<file path="src/rtl/fetch_pc_unit_pkg.sv">
`default_nettype none
// ============================================================================
// fetch_pc_unit_pkg : shared state encodings and constants for the fetch unit
// Revision: 1.0
// ============================================================================
package fetch_pc_unit_pkg;

  typedef enum logic [2:0] {
    FS_IDLE  = 3'd0,
    FS_ISSUE = 3'd1,
    FS_WAIT  = 3'd2,
    FS_OUT   = 3'd3,
    FS_HALT  = 3'd4
  } fetch_state_t;

  localparam logic [15:0] NOP_INST = 16'h0800;
  localparam logic [4:0]  OP_HALT  = 5'b00000;
  localparam logic [15:0] PC_STEP  = 16'd2;

  // Instructions are halfword aligned; odd targets drop bit 0.
  function automatic logic [15:0] align_pc(input logic [15:0] addr);
    return {addr[15:1], 1'b0};
  endfunction

endpackage
`default_nettype wire

</file>
<file path="src/rtl/pc_incr.sv">
`default_nettype none
// ============================================================================
// pc_incr : 16-bit carry-lookahead adder with b fixed to PC_STEP, c_in = 0
// Revision: 1.0
// ============================================================================
module pc_incr
  import fetch_pc_unit_pkg::*;
(
  input  logic [15:0] a,
  output logic [15:0] sum
);

  logic [15:0] gen;
  logic [15:0] prop;
  logic [16:0] carry;

  assign gen      = a & PC_STEP;
  assign prop     = a ^ PC_STEP;
  assign carry[0] = 1'b0;

  genvar i;
  generate
    for (i = 0; i < 16; i++) begin : g_carry
      assign carry[i+1] = gen[i] | (prop[i] & carry[i]);
    end
  endgenerate

  // Carry out of bit 15 is dropped so the PC wraps.
  assign sum = prop ^ carry[15:0];

endmodule
`default_nettype wire

</file>
<file path="src/rtl/fetch_pc_unit.sv">
`default_nettype none
// ============================================================================
// fetch_pc_unit : PC owner, single-outstanding imem fetch, decode handoff
// Revision: 1.0
// ============================================================================
module fetch_pc_unit
  import fetch_pc_unit_pkg::*;
#(
  parameter logic [15:0] RESET_PC = 16'h0000,
  parameter int          TIMEOUT  = 64
) (
  input  logic        clk,
  input  logic        rst_n,
  input  logic        redirect_vld,
  input  logic [15:0] redirect_pc,
  output logic        imem_req,
  output logic [15:0] imem_addr,
  input  logic        imem_gnt,
  input  logic        imem_rvalid,
  input  logic [15:0] imem_rdata,
  output logic        inst_vld,
  input  logic        inst_rdy,
  output logic [15:0] inst,
  output logic [15:0] pc,
  output logic [15:0] incPC,
  output logic        busy,
  output logic        err
);

  localparam int CW = $clog2(TIMEOUT + 1);

  fetch_state_t  state;
  logic [15:0]   pc_reg;
  logic [15:0]   inc_pc_reg;
  logic [15:0]   inst_reg;
  logic          squash;
  logic [CW-1:0] wait_cnt;
  logic          err_reg;

  logic [15:0]   tgt_pc;
  logic [15:0]   tgt_inc;
  logic [15:0]   seq_inc;
  logic [CW-1:0] cnt_nxt;
  logic          timeout_hit;

  assign tgt_pc      = align_pc(redirect_pc);
  assign cnt_nxt     = wait_cnt + CW'(1);
  assign timeout_hit = (cnt_nxt == CW'(TIMEOUT));

  pc_incr u_tgt_incr (.a(tgt_pc),     .sum(tgt_inc));
  pc_incr u_seq_incr (.a(inc_pc_reg), .sum(seq_inc));

  always_ff @(posedge clk or negedge rst_n) begin
    if (!rst_n) begin
      state      <= FS_IDLE;
      pc_reg     <= RESET_PC;
      inc_pc_reg <= RESET_PC + PC_STEP;
      inst_reg   <= NOP_INST;
      squash     <= 1'b0;
      wait_cnt   <= '0;
      err_reg    <= 1'b0;
    end else begin
      case (state)
        FS_IDLE: begin
          if (redirect_vld) begin
            pc_reg     <= tgt_pc;
            inc_pc_reg <= tgt_inc;
          end
          state <= FS_ISSUE;
        end
        FS_ISSUE: begin
          if (redirect_vld) begin
            pc_reg     <= tgt_pc;
            inc_pc_reg <= tgt_inc;
          end
          if (imem_gnt) begin
            state    <= FS_WAIT;
            wait_cnt <= '0;
            // The granted request was for the old path; its response is dropped.
            if (redirect_vld) squash <= 1'b1;
          end
        end
        FS_WAIT: begin
          wait_cnt <= cnt_nxt;
          if (imem_rvalid) begin
            if (redirect_vld) begin
              pc_reg     <= tgt_pc;
              inc_pc_reg <= tgt_inc;
              squash     <= 1'b0;
              state      <= FS_ISSUE;
            end else if (squash) begin
              squash <= 1'b0;
              state  <= FS_ISSUE;
            end else begin
              inst_reg <= imem_rdata;
              state    <= FS_OUT;
            end
          end else if (timeout_hit) begin
            err_reg <= 1'b1;
            state   <= FS_HALT;
          end else if (redirect_vld) begin
            pc_reg     <= tgt_pc;
            inc_pc_reg <= tgt_inc;
            squash     <= 1'b1;
          end
        end
        FS_OUT: begin
          if (redirect_vld) begin
            pc_reg     <= tgt_pc;
            inc_pc_reg <= tgt_inc;
            state      <= FS_ISSUE;
          end else if (inst_rdy) begin
            pc_reg     <= inc_pc_reg;
            inc_pc_reg <= seq_inc;
            state      <= (inst_reg[15:11] == OP_HALT) ? FS_HALT : FS_ISSUE;
          end
        end
        FS_HALT: begin
        end
        default: state <= FS_HALT;
      endcase
    end
  end

  assign imem_req  = (state == FS_ISSUE);
  assign imem_addr = pc_reg;
  assign inst_vld  = (state == FS_OUT);
  assign inst      = inst_reg;
  assign pc        = pc_reg;
  assign incPC     = inc_pc_reg;
  assign busy      = (state == FS_ISSUE) || (state == FS_WAIT);
  assign err       = err_reg;

endmodule
`default_nettype wire

</file>
<file path="config.mk">
export PLATFORM = sky130hd
export DESIGN_NAME = fetch_pc_unit
export DESIGN_NICKNAME = d
export VERILOG_FILES = /design/src/rtl/fetch_pc_unit_pkg.sv /design/src/rtl/pc_incr.sv /design/src/rtl/fetch_pc_unit.sv
export SDC_FILE = /design/constraint.sdc
export NUM_CORES = 1
export LEC_CHECK = 0
export ABC_AREA = 1
export CAP_MARGIN = 20
export CORE_ASPECT_RATIO = 1.4
export CORE_MARGIN = 2
export CORE_UTILIZATION = 30
export DETAILED_ROUTE_END_ITERATION = 8
export PLACE_DENSITY = 0.55
export SLEW_MARGIN = 20
export SYNTH_ARGS = -nofsm -noshare
export SYNTH_HDL_FRONTEND = slang
export SYNTH_HIERARCHICAL = 1
export SYNTH_SLANG_ARGS = --single-unit
export TNS_END_PERCENT = 5
</file>
<file path="constraint.sdc">
create_clock -name clk -period 4 [get_ports clk]
set_clock_uncertainty 0.1 [all_clocks]
set_input_delay 0.6 -clock clk [delete_from_list [all_inputs] [get_ports clk]]
set_output_delay 0.6 -clock clk [all_outputs]
set_load 0.02 [all_outputs]
</file>
Word-level counts from Yosys, hierarchy flattened:

Index checks and enable logic that the tools add are counted.

* register bits: 60
* word-level logic and storage cells: 91
* input bits: 38

* multiplexer cells: 28
* eq/ne operators: 9
* bitwise logic cells: 34
* add/subtract/negate cells: 1
* reductions and logical operators: 12

Operator list (number)
* 16-bit 2-to-1 mux: 10
* 16-bit one-hot mux with 3 select lines: 2
* 16-bit bitwise XOR: 2
* 1-bit AND: 26
* 3-bit 2-to-1 mux: 6
* 3-bit one-hot mux with 5 select lines: 1
* 7-bit one-hot mux with 2 select lines: 1
* 3-bit AND reduction: 3
* 4-bit AND reduction: 2
* 7-bit by 1-bit adder with 7-bit output (second input constant): 1
* 7-bit equality test (second input constant): 1
* 7-bit 2-to-1 mux: 1
* 3-bit by 2-bit equality test with 1-bit output (second input constant): 2
* 3-bit != test (second input constant): 2
* 1-bit NOT: 6
* 5-bit logical NOT: 1
* 1-bit 2-to-1 mux: 4
* 2-bit 2-to-1 mux: 2
* 3-bit by 1-bit equality test with 1-bit output (second input constant): 1
* 3-bit equality test (second input constant): 1
* 3-bit logical NOT: 1
* 3-bit by 2-bit != test with 1-bit output (second input constant): 1
* 3-bit nonzero test: 1
* 2-bit by 1-bit != test with 1-bit output (second input constant): 1
* other kinds (5): 5

Longest topological paths before layout:

Gate-level depths: netlist of the first run.

* depth in word-level cells: 18
* gate-level depth with buffers: 20
* mapped depth without buffers: 20

Cells and area by module:

The synthesis of the first run kept the hierarchy.

Modules (own cells, without submodules)
* fetch_pc_unit: area an instance 3211.8 um^2, cells an instance 405, times used 1, seq. area each 1503.9 um^2
* pc_incr: area an instance 192.7 um^2, cells an instance 20, times used 2, seq. area each 0.0 um^2

Worst setup path after synthesis of the first run:

No wires, ideal clock.

* kind: input port to flip-flop
* start point: input redirect_pc[1]
* end point: register inc_pc_reg[15], in the netlist incPC[15]
* stages: 19
* setup slack: 635 ps
* data arrival time: 3148 ps
* cells stage by stage: ha_1 -> ha_1 -> ha_1 -> ha_1 -> ha_1 -> ha_1 -> ha_1 -> ha_1 -> ha_1 -> ha_1 -> ha_1 -> ha_1 -> ha_1 -> nand2_1 -> nand2_1 -> nand2_1 -> nand2_1 -> nand3_1 -> nand2_1

* longest elaborated chain between the ends: 18
* elaborated cells on any way between the ends: 19
* those cells by class: 5 x mux; 14 x bitwise

RTL lines
* start, declared: RTL line fetch_pc_unit.sv:15 `input logic [15:0] redirect_pc,`
* 1-bit AND * (13 in series): RTL line pc_incr.sv:24 `assign carry[i+1] = gen[i] | (prop[i] & carry[i]);`
* 16-bit bitwise XOR *: RTL line pc_incr.sv:29 `assign sum = prop ^ carry[15:0];`
* via tgt_inc[15]: RTL line fetch_pc_unit.sv:41 `logic [15:0] tgt_inc;`
* 16-bit 2-to-1 mux
* 16-bit 2-to-1 mux: RTL line fetch_pc_unit.sv:98 `end else if (timeout_hit) begin`
* 16-bit 2-to-1 mux: RTL line fetch_pc_unit.sv:85 `if (imem_rvalid) begin`
* 16-bit one-hot mux with 3 select lines *: RTL line fetch_pc_unit.sv:63 `case (state)`
* end signal, assigned: RTL line fetch_pc_unit.sv:67 `inc_pc_reg <= tgt_inc;`
* end signal, assigned: RTL line fetch_pc_unit.sv:74 `inc_pc_reg <= tgt_inc;`
* end signal, assigned: RTL line fetch_pc_unit.sv:88 `inc_pc_reg <= tgt_inc;`
* end, declared: RTL line fetch_pc_unit.sv:34 `logic [15:0] inc_pc_reg;`

The timed path passes the listed nets; every way through them passes the cells marked *. The select of a mux whose other input is x is not followed.
A chain may end at the register's enable or synchronous reset.

Final worst setup path of the first run:

Ends and elaborated chain as after synthesis.

==> results of run 1 <==
cell families after synthesis:
group | Yosys count | share of synthesized area (%)
AND/OR/NAND/NOR | 265 | 31.7
flip-flops | 60 | 41.8
buffers and inverters | 60 | 9.29
adder cells (fa/ha/maj) | 28 | 9.74
multiplexers | 16 | 5.01
AO/OA/AOI/OAI | 14 | 2.09
other | 1 | 0.104
XOR/XNOR | 1 | 0.244
cells in the final DEF (no fill, tap or decap), drive strengths merged:
cell,count
a21oi,3
buf,5
o21ai,8
mux2,16
o21bai,1
conb,1
bufinv,2
ha,28
dfstp,2
nor2,15
nand3,46
inv,25
or2,1
dfrtp,58
xor2,1
clkdlybuf4s50,103
nand2,200
nand3b,1
o22ai,2
clkbuf,11
and2,1
clkinv,3
nand4,1
synthesized netlist by cell type (2+ instances only):
library cell,n
sky130_fd_sc_hd__nand2_1,189
sky130_fd_sc_hd__dfrtp_1,58
sky130_fd_sc_hd__nand3_1,43
sky130_fd_sc_hd__ha_1,28
sky130_fd_sc_hd__inv_1,21
sky130_fd_sc_hd__buf_4,18
sky130_fd_sc_hd__nor2_1,11
sky130_fd_sc_hd__nand2_2,10
sky130_fd_sc_hd__mux2_1,9
sky130_fd_sc_hd__mux2_2,7
sky130_fd_sc_hd__o21ai_0,7
sky130_fd_sc_hd__buf_2,6
sky130_fd_sc_hd__clkbuf_1,4
sky130_fd_sc_hd__inv_2,4
sky130_fd_sc_hd__a21oi_1,3
sky130_fd_sc_hd__buf_1,3
sky130_fd_sc_hd__buf_6,3
sky130_fd_sc_hd__nor2_2,3
sky130_fd_sc_hd__dfstp_2,2
sky130_fd_sc_hd__nand3_4,2
sky130_fd_sc_hd__o22ai_1,2
power by group through the flow:
stage          combinational [mW]  clock [mW]  sequential [mW]
6_report                    0.180       0.824            0.645
5_1_grt                     0.200       0.876            0.648
4_1_cts                     0.184       0.846            0.646
3_5_place_dp                0.183           0            0.656
2_1_floorplan              0.0626           0            0.673
3_3_place_gp                0.181           0            0.655
how the worst max path moves through the flow:
stage                            to  depth (start not counted)
after detailed placement  incPC[15]                         21
after CTS                 incPC[15]                         21
after floorplan           incPC[15]                         19
final                     incPC[15]                         21
after global routing      incPC[15]                         21
after global placement    incPC[15]                         21
layer usage:
metal  wire, µm  share of wire [%]  vias up
met5          0                  0        -
met4         81               0.88        0
met3        291                3.2        4
met2       4890                 53       67
met1       3920                 43     1441
li1           -                  -     1565
critical path: cells and delay by family:
kind | cells | cell delay, ps
and+or+nand+nor | 6 | 370
buffers and inverters | 2 | 480
adders and majority gates | 13 | 2440
area by class of cell:
cell class / instances / area share, %
Clock inverter: 5 / 1.52
Sequential cell: 60 / 30.5
Clock buffer: 11 / 4.93
Timing Repair Buffer: 108 / 21.6
Multi-Input combinational cell: 325 / 35.7
Tap cell: 147 / 3.73
Inverter: 25 / 1.91
stage by stage:
step                setup TNS [ps]  power (mW)  area (µm²)
floorplan                        0       0.735        3600
global placement             -20.5       0.836        4610
detailed placement           -48.1       0.839        4610
CTS                              0        1.68        4920
global route                     0        1.72        4920
finish                           0        1.65        4920
==> reports/summary.txt, run 1 <==
CLOCKING
--------------------------------------------------------------------------------
Number of clock sinks .............................................           60
Clock-pin slew on the worst setup and hold paths ..................        60 ps
Clock buffer count from CTS .......................................            9
Clk_lat worst skew ................................................       320 ps
Count of instances resized after the clock tree is built ..........            0
Count of H-tree levels built during CTS ...........................            3
Number of hold buffers added after cts ............................            0
Buffers inserted by post-CTS timing repair ........................            0
Maximum clock insertion buffer count ..............................            2
Root buffer cell .................................................. sky130_fd_sc_hd__clkbuf_16
TritonCTS clock tree ..............................................        built

SETUP PATH
--------------------------------------------------------------------------------
Arrival @ worst endpoint ..........................................      3870 ps
Terminus of the critical flop-to-flop path ........................    incPC[15]
CP max stage delay ................................................       430 ps
Standard cell with the maximum stage delay on the critical path ... sky130_fd_sc_hd__clkdlybuf4s50_1
Startpoint type of the worst setup path ...........................    input pin
Crit Reg-Reg Startpoint ...........................................     incPC[2]
Launching instance or port of the critical path ................... redirect_pc[1]
Setup slack of the most critical reg-to-reg path ..................       580 ps
Critical path required time .......................................      4160 ps
Cell seen most often among critical-path stages ................... sky130_fd_sc_hd__ha_1
Critical path cell sequence ....................................... clkdlybuf4s50_1 > ha_1 > ha_1 > ha_1 > ha_1 > ha_1 > ha_1 > ha_1 > ha_1 > ha_1 > ha_1 > ha_1 > ha_1 > ha_1 > inv_1 > nand2_1 > nand2_1 > nand2_1 > nand2_1 > nand3_1 > nand2_1
Endpoint type of the worst setup path .............................         flop
Largest fanout on the critical path ...............................            2
Count of cells along the worst register-to-register path ..........           20
Worst setup path class ............................................       in2reg

PWR
--------------------------------------------------------------------------------
Switching part of the total power .................................        22.6%
Int Power .........................................................      1.28 mW
Cell area power density ...........................................   335 nW/µm²
Combinational share of power ......................................        10.9%
Highest ir drop seen on vdd .......................................       198 µV
Relative contribution of sequential cells to total power ..........        39.1%
NetSw .............................................................       372 µW
Proportion of power drawn by the clock network ....................        49.9%
Lkg Pwr ...........................................................      2.61 nW

GLOBAL ROUTE
--------------------------------------------------------------------------------
Global-route usage over all layers ................................        15.1%
Largest net degree at the start of global routing .................           39
Met1 track utilization from global routing ........................        19.0%
Met2 usage ........................................................        25.8%
Number of antenna violations at the first check in global routing .            0
Sum of overflow across all layers after global routing ............            0
Most congested layer reported by global routing ...................         met2
Global-route wire length before repair ............................    15,200 µm
Number of global-route vias before repair .........................        3,033
GRT met3 Usage ....................................................        2.38%

FLOORPLAN
--------------------------------------------------------------------------------
Chip width ........................................................      96.5 µm
Number of placed I/O pins .........................................          106
Initial Utilization ...............................................        30.6%
Core Rows .........................................................           47
Area of the die ...................................................   12,900 µm²
Core footprint ....................................................   11,800 µm²
Die extent in y ...................................................       134 µm

STA
--------------------------------------------------------------------------------
Max-Slew Margin vs Limit ..........................................        40.8%
Total count of max-transition violations in the final report ......            0
Final Worst Setup Slack ...........................................       293 ps
Tightest Pin Transition ...........................................       888 ps
Final Hold Viols ..................................................            0
Setup repair after global routing missed its margin ...............           no
Shortest period the worst path allows .............................      3710 ps
Final period utilization ..........................................        92.7%
Min Hold Slack ....................................................       301 ps
Final number of setup-violating endpoints .........................            0
Maximum operating frequency .......................................      270 MHz

FINISH
--------------------------------------------------------------------------------
Diode count .......................................................            0
Count of nets after finishing .....................................          595
Fillcell total ....................................................        1,218
Area used by multi-input combinational logic ......................     1760 µm²
Final cell count without fillers ..................................          681
Seq. cell area ....................................................     1500 µm²
Area added between synthesis and finish ...........................        36.9%
Utilization after layout ..........................................        41.9%
Fraction of final layout cells with drive strength greater than 1 .        9.55%

ROUTE
--------------------------------------------------------------------------------
Detailed-route DRC error count ....................................            0
Vias after detailed routing .......................................        3,077
Initial DRC count .................................................          128
Post-detailed-route wirelength per cell ...........................      13.5 µm
Total length of routed wires ......................................      9190 µm
Via-per-instance ratio ............................................         4.52
Drt first pass iters ..............................................            4
Routed Antenna Nets ...............................................            0

LOGIC SYNTHESIS
--------------------------------------------------------------------------------
Synth async-reset ratio ...........................................         100%
Largest cells by area after synthesis ............................. sky130_fd_sc_hd__dfrtp_1, sky130_fd_sc_hd__nand2_1, sky130_fd_sc_hd__ha_1, sky130_fd_sc_hd__nand3_1, sky130_fd_sc_hd__buf_4
Number of enable flip-flop cells after synthesis ..................            0
Cells after synthesis .............................................          445
Average size of a mapped cell .....................................     8.08 µm²
Netlist area before placement .....................................     3600 µm²
Post-synthesis register bit count .................................           60
Share of the yosys chip area belonging to registers ...............        41.8%
Dominant synthesized flop cell .................................... sky130_fd_sc_hd__dfrtp_1
Biggest area consumer among synthesized cells ..................... sky130_fd_sc_hd__dfrtp_1
Number of distinct library cells after synthesis ..................           33
Proportion of netlist area held by the largest area contributor ...        40.3%
YS warnings .......................................................            6
Post-Syn Nets .....................................................          511

PLACE
--------------------------------------------------------------------------------
Number of buffers inserted by port buffering ......................          104
Post-detail-place hpwl ............................................      6580 µm
Cell Count Post-Placement .........................................          665
Placement-stage worst setup slack .................................     -35.6 ps
Routability congestion estimate ...................................        0.851

HOLD PATH
--------------------------------------------------------------------------------
Worst min-delay path category .....................................     in2async

JOB
--------------------------------------------------------------------------------
Max-cap viol count ................................................            0

OUTCOME
--------------------------------------------------------------------------------
Result of the run .................................................    completed

No activity file was read; power rests on OpenSTA's default activity.
==> inputs of run 2 (changes only) <==
--- a/config.mk
+++ b/config.mk
@@ -12,7 +12,6 @@
 export CORE_UTILIZATION = 30
 export DETAILED_ROUTE_END_ITERATION = 8
 export PLACE_DENSITY = 0.55
-export SLEW_MARGIN = 20
 export SYNTH_ARGS = -nofsm -noshare
 export SYNTH_HDL_FRONTEND = slang
 export SYNTH_HIERARCHICAL = 1
==> constraint.sdc (replaced) <==
create_clock -name clk -period 4.7 [get_ports clk]
set_clock_uncertainty 0.1 [all_clocks]
set_input_delay 0.705 -clock clk [delete_from_list [all_inputs] [get_ports clk]]
set_output_delay 0.705 -clock clk [all_outputs]
set_load 0.02 [all_outputs]
==> run 2 against run 1 <==
- non-clock buffer count down 2
- cell count down 0.29%
- largest power group unchanged
- wire length up 0.28%
- largest cell class unchanged
- sequential share of layout area up 0.39 points
- critical endpoint unchanged
- global-route usage up 0.51 points
- die area unchanged
==> reports/summary.txt, run 2 (synthesis gave the netlist of run 1 again) <==
STA
--------------------------------------------------------------------------------
Min Hold Slack ....................................................       231 ps
Total count of max-transition violations in the final report ......            0
Final Hold Viols ..................................................            0
Setup repair after global routing missed its margin ...............           no
Setup tns final ...................................................         0 ps
Shortest period the worst path allows .............................      3850 ps
Final number of setup-violating endpoints .........................            0
Maximum operating frequency .......................................      259 MHz
Tightest Pin Transition ...........................................       632 ps
Max-Slew Margin vs Limit ..........................................        57.8%
Final period utilization ..........................................        82.0%

CLOCKING
--------------------------------------------------------------------------------
Clk_lat worst skew ................................................       320 ps
Count of H-tree levels built during CTS ...........................            3
Count of instances resized after the clock tree is built ..........            0
Clock buffer count from CTS .......................................            9
Clock-pin slew on the worst setup and hold paths ..................        50 ps
Buffers inserted by post-CTS timing repair ........................            0
Number of hold buffers added after cts ............................            0
Number of clock sinks .............................................           60
Maximum clock insertion buffer count ..............................            2
TritonCTS clock tree ..............................................        built
Root buffer cell .................................................. sky130_fd_sc_hd__clkbuf_16

FLOORPLAN
--------------------------------------------------------------------------------
Number of placed I/O pins .........................................          106
Initial Utilization ...............................................        30.6%
Core Rows .........................................................           47
Area of the die ...................................................   12,900 µm²
Core footprint ....................................................   11,800 µm²
Die extent in y ...................................................       134 µm
Chip width ........................................................      96.5 µm

PWR
--------------------------------------------------------------------------------
Lkg Pwr ...........................................................      2.57 nW
Switching part of the total power .................................        24.6%
Highest ir drop seen on vdd .......................................       160 µV
Proportion of power drawn by the clock network ....................        45.7%
Total power consumption of the routed design ......................      1.30 mW
Cell area power density ...........................................   267 nW/µm²
Combinational share of power ......................................        11.9%
Int Power .........................................................       978 µW
NetSw .............................................................       318 µW
Relative contribution of sequential cells to total power ..........        42.4%

FINISH
--------------------------------------------------------------------------------
Count of nets after finishing .....................................          593
Commonest cells after routing, fill and taps aside ................ sky130_fd_sc_hd__nand2_1, sky130_fd_sc_hd__clkdlybuf4s50_1, sky130_fd_sc_hd__dfrtp_1, sky130_fd_sc_hd__nand3_1, sky130_fd_sc_hd__ha_1
Fraction of final layout cells with drive strength greater than 1 .        9.21%
Area added between synthesis and finish ...........................        35.2%
Diode count .......................................................            0
Most common cell after layout, fill and taps aside ................ sky130_fd_sc_hd__nand2_1
Fillcell total ....................................................        1,208

GLOBAL ROUTE
--------------------------------------------------------------------------------
Sum of overflow across all layers after global routing ............            0
Number of global-route vias before repair .........................        3,154
Global-route usage over all layers ................................        15.6%
Global-route wire length before repair ............................    15,800 µm
Largest net degree at the start of global routing .................           42
Number of antenna violations at the first check in global routing .            0

SETUP PATH
--------------------------------------------------------------------------------
Startpoint type of the worst setup path ...........................    input pin
Launching instance or port of the critical path ................... redirect_pc[1]
Critical path required time .......................................      4860 ps
Arrival @ worst endpoint ..........................................      4020 ps
Largest fanout on the critical path ...............................            3
Terminus of the critical flop-to-flop path ........................    incPC[15]
Crit Reg-Reg Startpoint ...........................................     incPC[2]
Worst setup path class ............................................       in2reg
Setup slack of the most critical reg-to-reg path ..................      1240 ps
CP endpoint .......................................................    incPC[15]
Count of cells along the worst register-to-register path ..........           20
Endpoint type of the worst setup path .............................         flop

ROUTE
--------------------------------------------------------------------------------
Vias after detailed routing .......................................        3,076
Routed Antenna Nets ...............................................            0
Drt first pass iters ..............................................            5
Detailed-route DRC error count ....................................            0
Initial DRC count .................................................          145
Total length of routed wires ......................................      9210 µm
Via-per-instance ratio ............................................         4.53
Post-detailed-route wirelength per cell ...........................      13.6 µm

JOB
--------------------------------------------------------------------------------
Max-cap viol count ................................................            0

OUTCOME
--------------------------------------------------------------------------------
Result of the run .................................................    completed

PLACE
--------------------------------------------------------------------------------
Routability congestion estimate ...................................        0.788
Post-detail-place hpwl ............................................      6580 µm
Number of buffers inserted by port buffering ......................          104

HOLD PATH
--------------------------------------------------------------------------------
Worst min-delay path category .....................................     in2async

[run 2: metal layers]
metal  GRT usage, %  wire (µm)  part of all wire, %
met4           5.40        119                  1.3
met2           26.8       4890                   53
met5              0          0                    0
met3           2.77        215                  2.3
met1           19.4       3990                   43
[run 2: how the worst min path moves through the flow]
stage / start / end / slack [ps] / cells past startpoint
2_1_floorplan: rst_n / err / 310 / 0
3_3_place_gp: err / err / 360 / 2
3_5_place_dp: err / err / 360 / 2
4_1_cts: rst_n / inst[8] / 230 / 1
5_1_grt: rst_n / inst[6] / 260 / 1
6_report: rst_n / inst[6] / 230 / 1
[run 2: power groups by stage]
| stage | Clock (mW) | Sequential, mW | Combinational, mW |
|---|---|---|---|
| 6_report | 0.593 | 0.549 | 0.154 |
| 5_1_grt | 0.637 | 0.552 | 0.171 |
| 4_1_cts | 0.613 | 0.550 | 0.156 |
| 3_5_place_dp | 0 | 0.558 | 0.156 |
| 3_3_place_gp | 0 | 0.558 | 0.153 |
| 2_1_floorplan | 0 | 0.572 | 0.0532 |
[run 2: metrics by stage]
step / instances / cell area [µm²] / worst slack, ps / util [%]
after floorplan: 445 / 3600 / 1230 / -
after global placement: 663 / 4590 / 519 / 39.0
after detailed placement: 663 / 4590 / 503 / 39.0
after CTS: 679 / 4860 / 836 / 41.3
after global routing: 679 / 4860 / 608 / 41.3
final: 679 / 4860 / 846 / 41.3
[run 2: layout make-up]
class	instances	area [µm²]	share of cell area, %
Multi-Input combinational cell	325	1760	36.2
Clock buffer	11	243	4.99
Tap cell	147	184	3.78
Inverter	25	93.8	1.93
Clock inverter	5	27.5	0.566
Sequential cell	60	1500	30.9
Timing Repair Buffer	106	1050	21.6
[run 2: critical path, stage by stage]
cell and delay (ps):
sky130_fd_sc_hd__clkdlybuf4s50_1 450, sky130_fd_sc_hd__ha_1 220, sky130_fd_sc_hd__ha_1 180, sky130_fd_sc_hd__ha_1 180
sky130_fd_sc_hd__ha_1 180, sky130_fd_sc_hd__ha_1 180, sky130_fd_sc_hd__ha_1 180, sky130_fd_sc_hd__ha_1 200
sky130_fd_sc_hd__ha_1 190, sky130_fd_sc_hd__ha_1 180, sky130_fd_sc_hd__ha_1 190, sky130_fd_sc_hd__ha_1 190
sky130_fd_sc_hd__ha_1 180, sky130_fd_sc_hd__ha_1 190, sky130_fd_sc_hd__inv_1 50, sky130_fd_sc_hd__nand2_1 40
sky130_fd_sc_hd__nand2_1 50, sky130_fd_sc_hd__nand2_1 50, sky130_fd_sc_hd__nand2_1 80, sky130_fd_sc_hd__nand3_1 70
sky130_fd_sc_hd__nand2_1 90
